--- config.mk ---
export PLATFORM = sky130hd
export DESIGN_NAME = circuit4_collector
export DESIGN_NICKNAME = d
export VERILOG_FILES = /design/src/rtl/circuit4_pkg.sv /design/src/rtl/circuit4_collector_ctrl.sv /design/src/rtl/circuit4_collector.sv
export SDC_FILE = /design/constraint.sdc
export NUM_CORES = 1
export LEC_CHECK = 0
export BUFFER_PORTS_ARGS = -buffer_cell sky130_fd_sc_hd__buf_2
export CORE_MARGIN = 10
export CORE_UTILIZATION = 25
export CTS_CLUSTER_SIZE = 25
export DETAILED_ROUTE_END_ITERATION = 10
export SYNTH_ARGS = -nofsm -noshare
export SYNTH_HDL_FRONTEND = slang
export SYNTH_SLANG_ARGS = --single-unit
--- constraint.sdc ---
create_clock -name clk -period 2.4 [get_ports clk]
set_clock_uncertainty 0.2 [all_clocks]
set_input_delay 0.24 -clock clk [delete_from_list [all_inputs] [get_ports clk]]
set_output_delay 0.24 -clock clk [all_outputs]
set_load 0.01 [all_outputs]
--- src/rtl/circuit4_pkg.sv ---
// Shared types and constants for the circuit4 capture path.
// No logic; pure declarations.
// Used by the collector control and datapath.
package circuit4_pkg;

  // Samples per frame when the collector is instantiated without overrides.
  localparam int DEPTH_DEF = 8;

  // Width of the completed-frame counter; wraps 255 -> 0.
  localparam int FRAME_CNT_W = 8;

  // COLLECT: accepting samples. FULL: completed frame presented downstream.
  typedef enum logic {
    COLLECT = 1'b0,
    FULL    = 1'b1
  } state_t;

endpackage

--- src/rtl/circuit4_collector_ctrl.sv ---
// Frame FSM and sample index for the circuit4 collector; emits per-bit write enables and strobes.
// Latency: out_valid rises the cycle after the DEPTH-th accepted sample.
// Backpressure: in_ready drops while a frame is held in FULL or while clear is asserted.
module circuit4_collector_ctrl
  import circuit4_pkg::*;
#(
  parameter int DEPTH = DEPTH_DEF,
  parameter int CNT_W = $clog2(DEPTH + 1)
) (
  input  logic             clk,
  input  logic             reset,
  input  logic             clear,
  input  logic             in_valid,
  input  logic             out_ready,
  output logic             in_ready,
  output logic             out_valid,
  output logic             accept,
  output logic             handoff,
  output logic             flush,
  output logic [DEPTH-1:0] wr_en
);

  localparam logic [CNT_W-1:0] LAST_IDX = CNT_W'(DEPTH - 1);

  state_t           state_q, state_d;
  logic [CNT_W-1:0] idx_q, idx_d;

  assign in_ready  = (state_q == COLLECT) && !clear;
  assign out_valid = (state_q == FULL);
  assign accept    = in_valid && in_ready;
  // clear outranks the handoff: an aborted frame is never counted.
  assign handoff   = out_valid && out_ready && !clear;
  assign flush     = clear;

  // State and index registers; reset lands in COLLECT with index 0.
  always_ff @(posedge clk or posedge reset) begin
    if (reset) begin
      state_q <= COLLECT;
      idx_q   <= '0;
    end else begin
      state_q <= state_d;
      idx_q   <= idx_d;
    end
  end

  // Next-state: clear first, then accept (COLLECT only), then handoff (FULL only).
  always_comb begin
    state_d = state_q;
    idx_d   = idx_q;
    if (clear) begin
      state_d = COLLECT;
      idx_d   = '0;
    end else if (accept) begin
      if (idx_q == LAST_IDX) begin
        state_d = FULL;
        idx_d   = '0;
      end else begin
        idx_d = idx_q + CNT_W'(1);
      end
    end else if (handoff) begin
      state_d = COLLECT;
    end
  end

  // One-hot write enable selecting the bit slot for the accepted sample.
  always_comb begin
    wr_en = '0;
    for (int i = 0; i < DEPTH; i++) begin
      wr_en[i] = accept && (idx_q == CNT_W'(i));
    end
  end

endmodule

--- src/rtl/circuit4_collector.sv ---
// Packs DEPTH s0/cout samples into sum/carry words with a running carry popcount.
// Latency: frame presented one cycle after its last sample; handoff takes one FULL cycle.
// Backpressure: frame held stable while out_ready is low; no samples accepted meanwhile.
module circuit4_collector
  import circuit4_pkg::*;
#(
  parameter int DEPTH = DEPTH_DEF,
  parameter int CNT_W = $clog2(DEPTH + 1)
) (
  input  logic                   clk,
  input  logic                   reset,
  input  logic                   clear,
  input  logic                   in_valid,
  output logic                   in_ready,
  input  logic                   s0,
  input  logic                   cout,
  output logic                   out_valid,
  input  logic                   out_ready,
  output logic [DEPTH-1:0]       sum_word,
  output logic [DEPTH-1:0]       carry_word,
  output logic [CNT_W-1:0]       carry_count,
  output logic [FRAME_CNT_W-1:0] frame_cnt
);

  logic             accept;
  logic             handoff;
  logic             flush;
  logic [DEPTH-1:0] wr_en;

  logic [DEPTH-1:0]       sum_q, sum_d;
  logic [DEPTH-1:0]       carry_q, carry_d;
  logic [CNT_W-1:0]       count_q, count_d;
  logic [FRAME_CNT_W-1:0] frame_q, frame_d;

  circuit4_collector_ctrl #(
    .DEPTH (DEPTH),
    .CNT_W (CNT_W)
  ) u_ctrl (
    .clk       (clk),
    .reset     (reset),
    .clear     (clear),
    .in_valid  (in_valid),
    .out_ready (out_ready),
    .in_ready  (in_ready),
    .out_valid (out_valid),
    .accept    (accept),
    .handoff   (handoff),
    .flush     (flush),
    .wr_en     (wr_en)
  );

  // Frame datapath registers; everything returns to zero on reset.
  always_ff @(posedge clk or posedge reset) begin
    if (reset) begin
      sum_q   <= '0;
      carry_q <= '0;
      count_q <= '0;
      frame_q <= '0;
    end else begin
      sum_q   <= sum_d;
      carry_q <= carry_d;
      count_q <= count_d;
      frame_q <= frame_d;
    end
  end

  // Datapath next-state: flush wipes the frame, handoff wipes and counts, accept writes one slot.
  always_comb begin
    sum_d   = sum_q;
    carry_d = carry_q;
    count_d = count_q;
    frame_d = frame_q;
    if (flush) begin
      sum_d   = '0;
      carry_d = '0;
      count_d = '0;
    end else if (handoff) begin
      sum_d   = '0;
      carry_d = '0;
      count_d = '0;
      frame_d = frame_q + FRAME_CNT_W'(1);
    end else if (accept) begin
      for (int i = 0; i < DEPTH; i++) begin
        if (wr_en[i]) begin
          sum_d[i]   = s0;
          carry_d[i] = cout;
        end
      end
      // Slots are written once per frame, so the increment tracks popcount(carry_word).
      count_d = count_q + CNT_W'(cout);
    end
  end

  assign sum_word    = sum_q;
  assign carry_word  = carry_q;
  assign carry_count = count_q;
  assign frame_cnt   = frame_q;

endmodule
==> qor.yml <==
clock_network:
  path_clk_slew_ps: 70
  cts-root-buf: "clkbuf_8"
  clock_insertion_delay_worst_skew_ps: 280
  cts-resized-gates: 0
  clock-sinks: 33
  htree_levels: 2
  cts_inserted_buffers: 5
  buffer_depth_of_the_longest_clock_path: 2
  clock_tree_from_tritoncts: "done"
synthesis:
  synthesis.nets: 177
  postSynthRegisterBits: 33
  synth.avg_cell_area_um2: 10.3
  synth_area_leaders: "dfrtp_1 (49%), ha_1 (5.2%), a21oi_1 (4.5%)"
  share_of_the_synthesized_area_in_the_top_cell_type_pct: 49.2
  post-synth-top-area-cell: "dfrtp_1"
  yosys.cell_types.count: 33
  total_standard_cell_area_after_synthesis_um2: 1680
  synth-seq-area-share_pct: 49.2
  synthesis_warning_total: 0
  syn-instance-count: 163
timing:
  final.setup.tns_ps: 0
  max_slew.worst_pin.slew_ps: 501
  relSlewSlack_pct: 66.6
  clock.fmax_ghz: 0.554
  setup_viol: 0
  post-route-period-util_pct: 75.1
  final_max_slew_viol_count: 0
  finalWorstPathRequiredPeriod_ps: 1800
  grt_setup_unrepaired: "false"
  final_hold_viol_count: 0
pwr:
  cellInternalPower_mw: 0.799
  power_frac_clock_pct: 38.3
  standby_leakage_power_nw: 1.01
  sequentialPowerShare_pct: 52.9
  combinationalPowerShare_pct: 8.8
  power_per_cell_area_nw_per_um2: 536
  ir_worst_vdd_uv: 165
  proportion_of_total_power_due_to_net_switching_pct: 25.9
  p_switching_mw: 0.280
critical_path:
  critical_path.max_fanout: 21
  worstSetupStartpointType: "flop"
  critPathKind: "reg2reg"
  timing.critical_path.from: "u_ctrl.out_valid"
  chain_of_cells_forming_the_critical_path: "or3b_4 > or3_1 > a21oi_1"
  critical_path_arrival_ps: 1820
  nature_of_the_critical_path_endpoint: "flop"
  reg2reg_from: "u_ctrl.out_valid"
  critical_path_required_ps: 2410
  critPathSlowestCell: "or3b_4"
  critical-path-max-stage-delay_ps: 540
detailed_routing:
  route.antenna.remaining_nets: 0
  drc_errors: 0
  dr.first_iter.drc_count: 72
  dr_total_vias: 1334
  drt-wirelength-per-cell_um: 14.9
  drt-total-wl_mm: 4.16
  vias_per_cell: 4.80
  drt_pre_antenna_iters: 4
die:
  row_count: 29
  die_width_um: 102
  design.portCount: 37
  core_area_um2: 6420
  initial_core_util_pct: 26.1
  fp.dieH_um: 102
  fp.dieArea_um2: 10400
placed_design:
  buffer_ports.inserted: 36
  routabilityCongestion: 0.748
  place.detailed.hpwl_mm: 2.98
  placed_cells: 269
flow_run:
  max_cap_viol_count: 0
global_route:
  first_global_vias: 1423
  antenna_found_initial: 0
  first_pass_grt_wire_length_mm: 7.17
  grt_start_max_net_pins: 34
  overflow: 0
  grtUsageTotal_pct: 8.59
min_path:
  timing.hold.worst.start: "clear"
  holdCritPathClass: "in2reg"
cells_and_area:
  number_of_diodes: 0
  drive_above_1_share_pct: 27.4
  filler_cell_count: 666
  finish.net_count: 214
  area_growth_syn_to_layout_pct: 20.1
  final-instance-count-excl-fill: 278
run_status:
  status: "complete, no violations"
-- power by group through the flow --
stage	clock [mW]	sequential (mW)	combinational, mW
final	0.413	0.570	0.0952
after global routing	0.452	0.572	0.110
after global placement	0	0.581	0.0942
after detailed placement	0	0.581	0.0959
after floorplan	0	0.582	0.0649
after CTS	0.428	0.571	0.0974
-- registers in the layout, indices dropped and copies added (netlist names) --
| name | flops |
|---|---|
| frame_cnt | 8 |
| u_ctrl.idx_q | 4 |
| sum_word | 8 |
| carry_count | 4 |
| carry_word | 8 |
| u_ctrl.out_valid | 1 |
-- cells in the final DEF (no fill, tap or decap) --
cell type	count
a21o_1	1
a21oi_1	15
a22o_1	3
a32o_1	2
and3b_1	4
buf_2	36
buf_4	3
clkbuf_8	5
clkinv_2	2
clkinvlp_4	1
dfrtp_1	33
dlygate4sd3_1	1
ha_1	7
inv_1	5
mux2_2	1
mux2i_1	2
nand2_1	7
nand3_1	14
nand3b_1	3
nand4_1	3
nand4b_1	2
nor2_1	6
nor2b_1	2
nor3_1	3
nor3b_1	5
nor3b_2	1
o21ai_0	15
o21ba_2	1
o22ai_1	1
o31ai_1	1
o41ai_1	1
or3_1	2
or3b_2	4
or3b_4	1
xnor2_1	2
xor2_1	6
-- stage by stage --
| stage | worst slack [ps] | hold WS (ps) | utilization (%) | power (mW) | area [um2] |
|---|---|---|---|---|---|
| finish | 597 | 57.8 | 31.4 | 1.08 | 2010 |
| floorplan | 626 | 169 | - | 0.647 | 1680 |
| CTS | 589 | 52.0 | 31.4 | 1.10 | 2010 |
| global route | 480 | 76.2 | 31.4 | 1.13 | 2010 |
| global placement | 632 | 160 | 29.9 | 0.675 | 1920 |
| detailed placement | 604 | 162 | 29.9 | 0.677 | 1920 |
-- cells in the mapped netlist, drive strengths merged --
cell and n:
dfrtp 33, a21oi 15, o21ai 15, nand3 14, buf 7, ha 7
nand2 7, nor2 6, nor3b 6, xor2 6, inv 5, or3b 5
and3b 4, a22o 3, clkbuf 3, nand3b 3, nand4 3, nor3 3
a32o 2, mux2i 2, nand4b 2, nor2b 2, or3 2, xnor2 2
a21o 1, mux2 1, o21ba 1, o22ai 1, o31ai 1, o41ai 1
-- metal layers --
metal	track usage [%]	share of wire (%)	vias to the layer above
li1	-	-	666
met1	10.4	46	637
met2	13.7	48	29
met3	2.97	5.8	2
met4	3.58	0.36	0
met5	0	0	-
-- worst max-delay path, delay by kind of cell, from the launching register on --
kind / cells / cell delay [ps]
AO/OA/AOI/OAI: 1 / 130
AND/OR/NAND/NOR: 2 / 910
flip-flops: 1 / 490
-- repair_timing --
action / 4_1_cts / 5_1_grt
setup buffers: 0 / 0
hold buffers: 1 / 0
endpoints found under the hold margin: 33 / 0
-- cells by family (layout without fill, tap and decap cells) --
family	Yosys count	in the layout	synth area share [%]
AND/OR/NAND/NOR	57	57	20.8
XOR/XNOR	8	8	4.18
multiplexers	3	3	1.86
AO/OA/AOI/OAI	40	40	14.1
flip-flops	33	33	49.2
buffers and inverters	15	53	4.62
adder cells (fa/ha/maj)	7	7	5.22
-- path summary, 6_finish.rpt --
path / end / slack, ps / depth (start not counted)
setup reg to reg: carry_count[3] / 600 / 3
min in group asynchronous: u_ctrl.idx_q[0] / 390 / 4
hold / removal: u_ctrl.idx_q[2] / 60 / 2
hold reg to reg: frame_cnt[7] / 270 / 1
setup / recovery: carry_count[3] / 600 / 3
max in group asynchronous: sum_word[2] / 1300 / 4
-- area by class of cell --
type / instances / area (um2) / share of cell area, %
clock inverters: 3 / 17.5 / 0.870
multi-input cells: 115 / 774 / 38.4
repair buffers: 40 / 213 / 10.6
well taps: 77 / 96.3 / 4.78
clock buffers: 5 / 68.8 / 3.42
flip-flops and latches: 33 / 826 / 41.0
inverters: 5 / 18.8 / 0.932
Power figures use the tool's default switching activity.
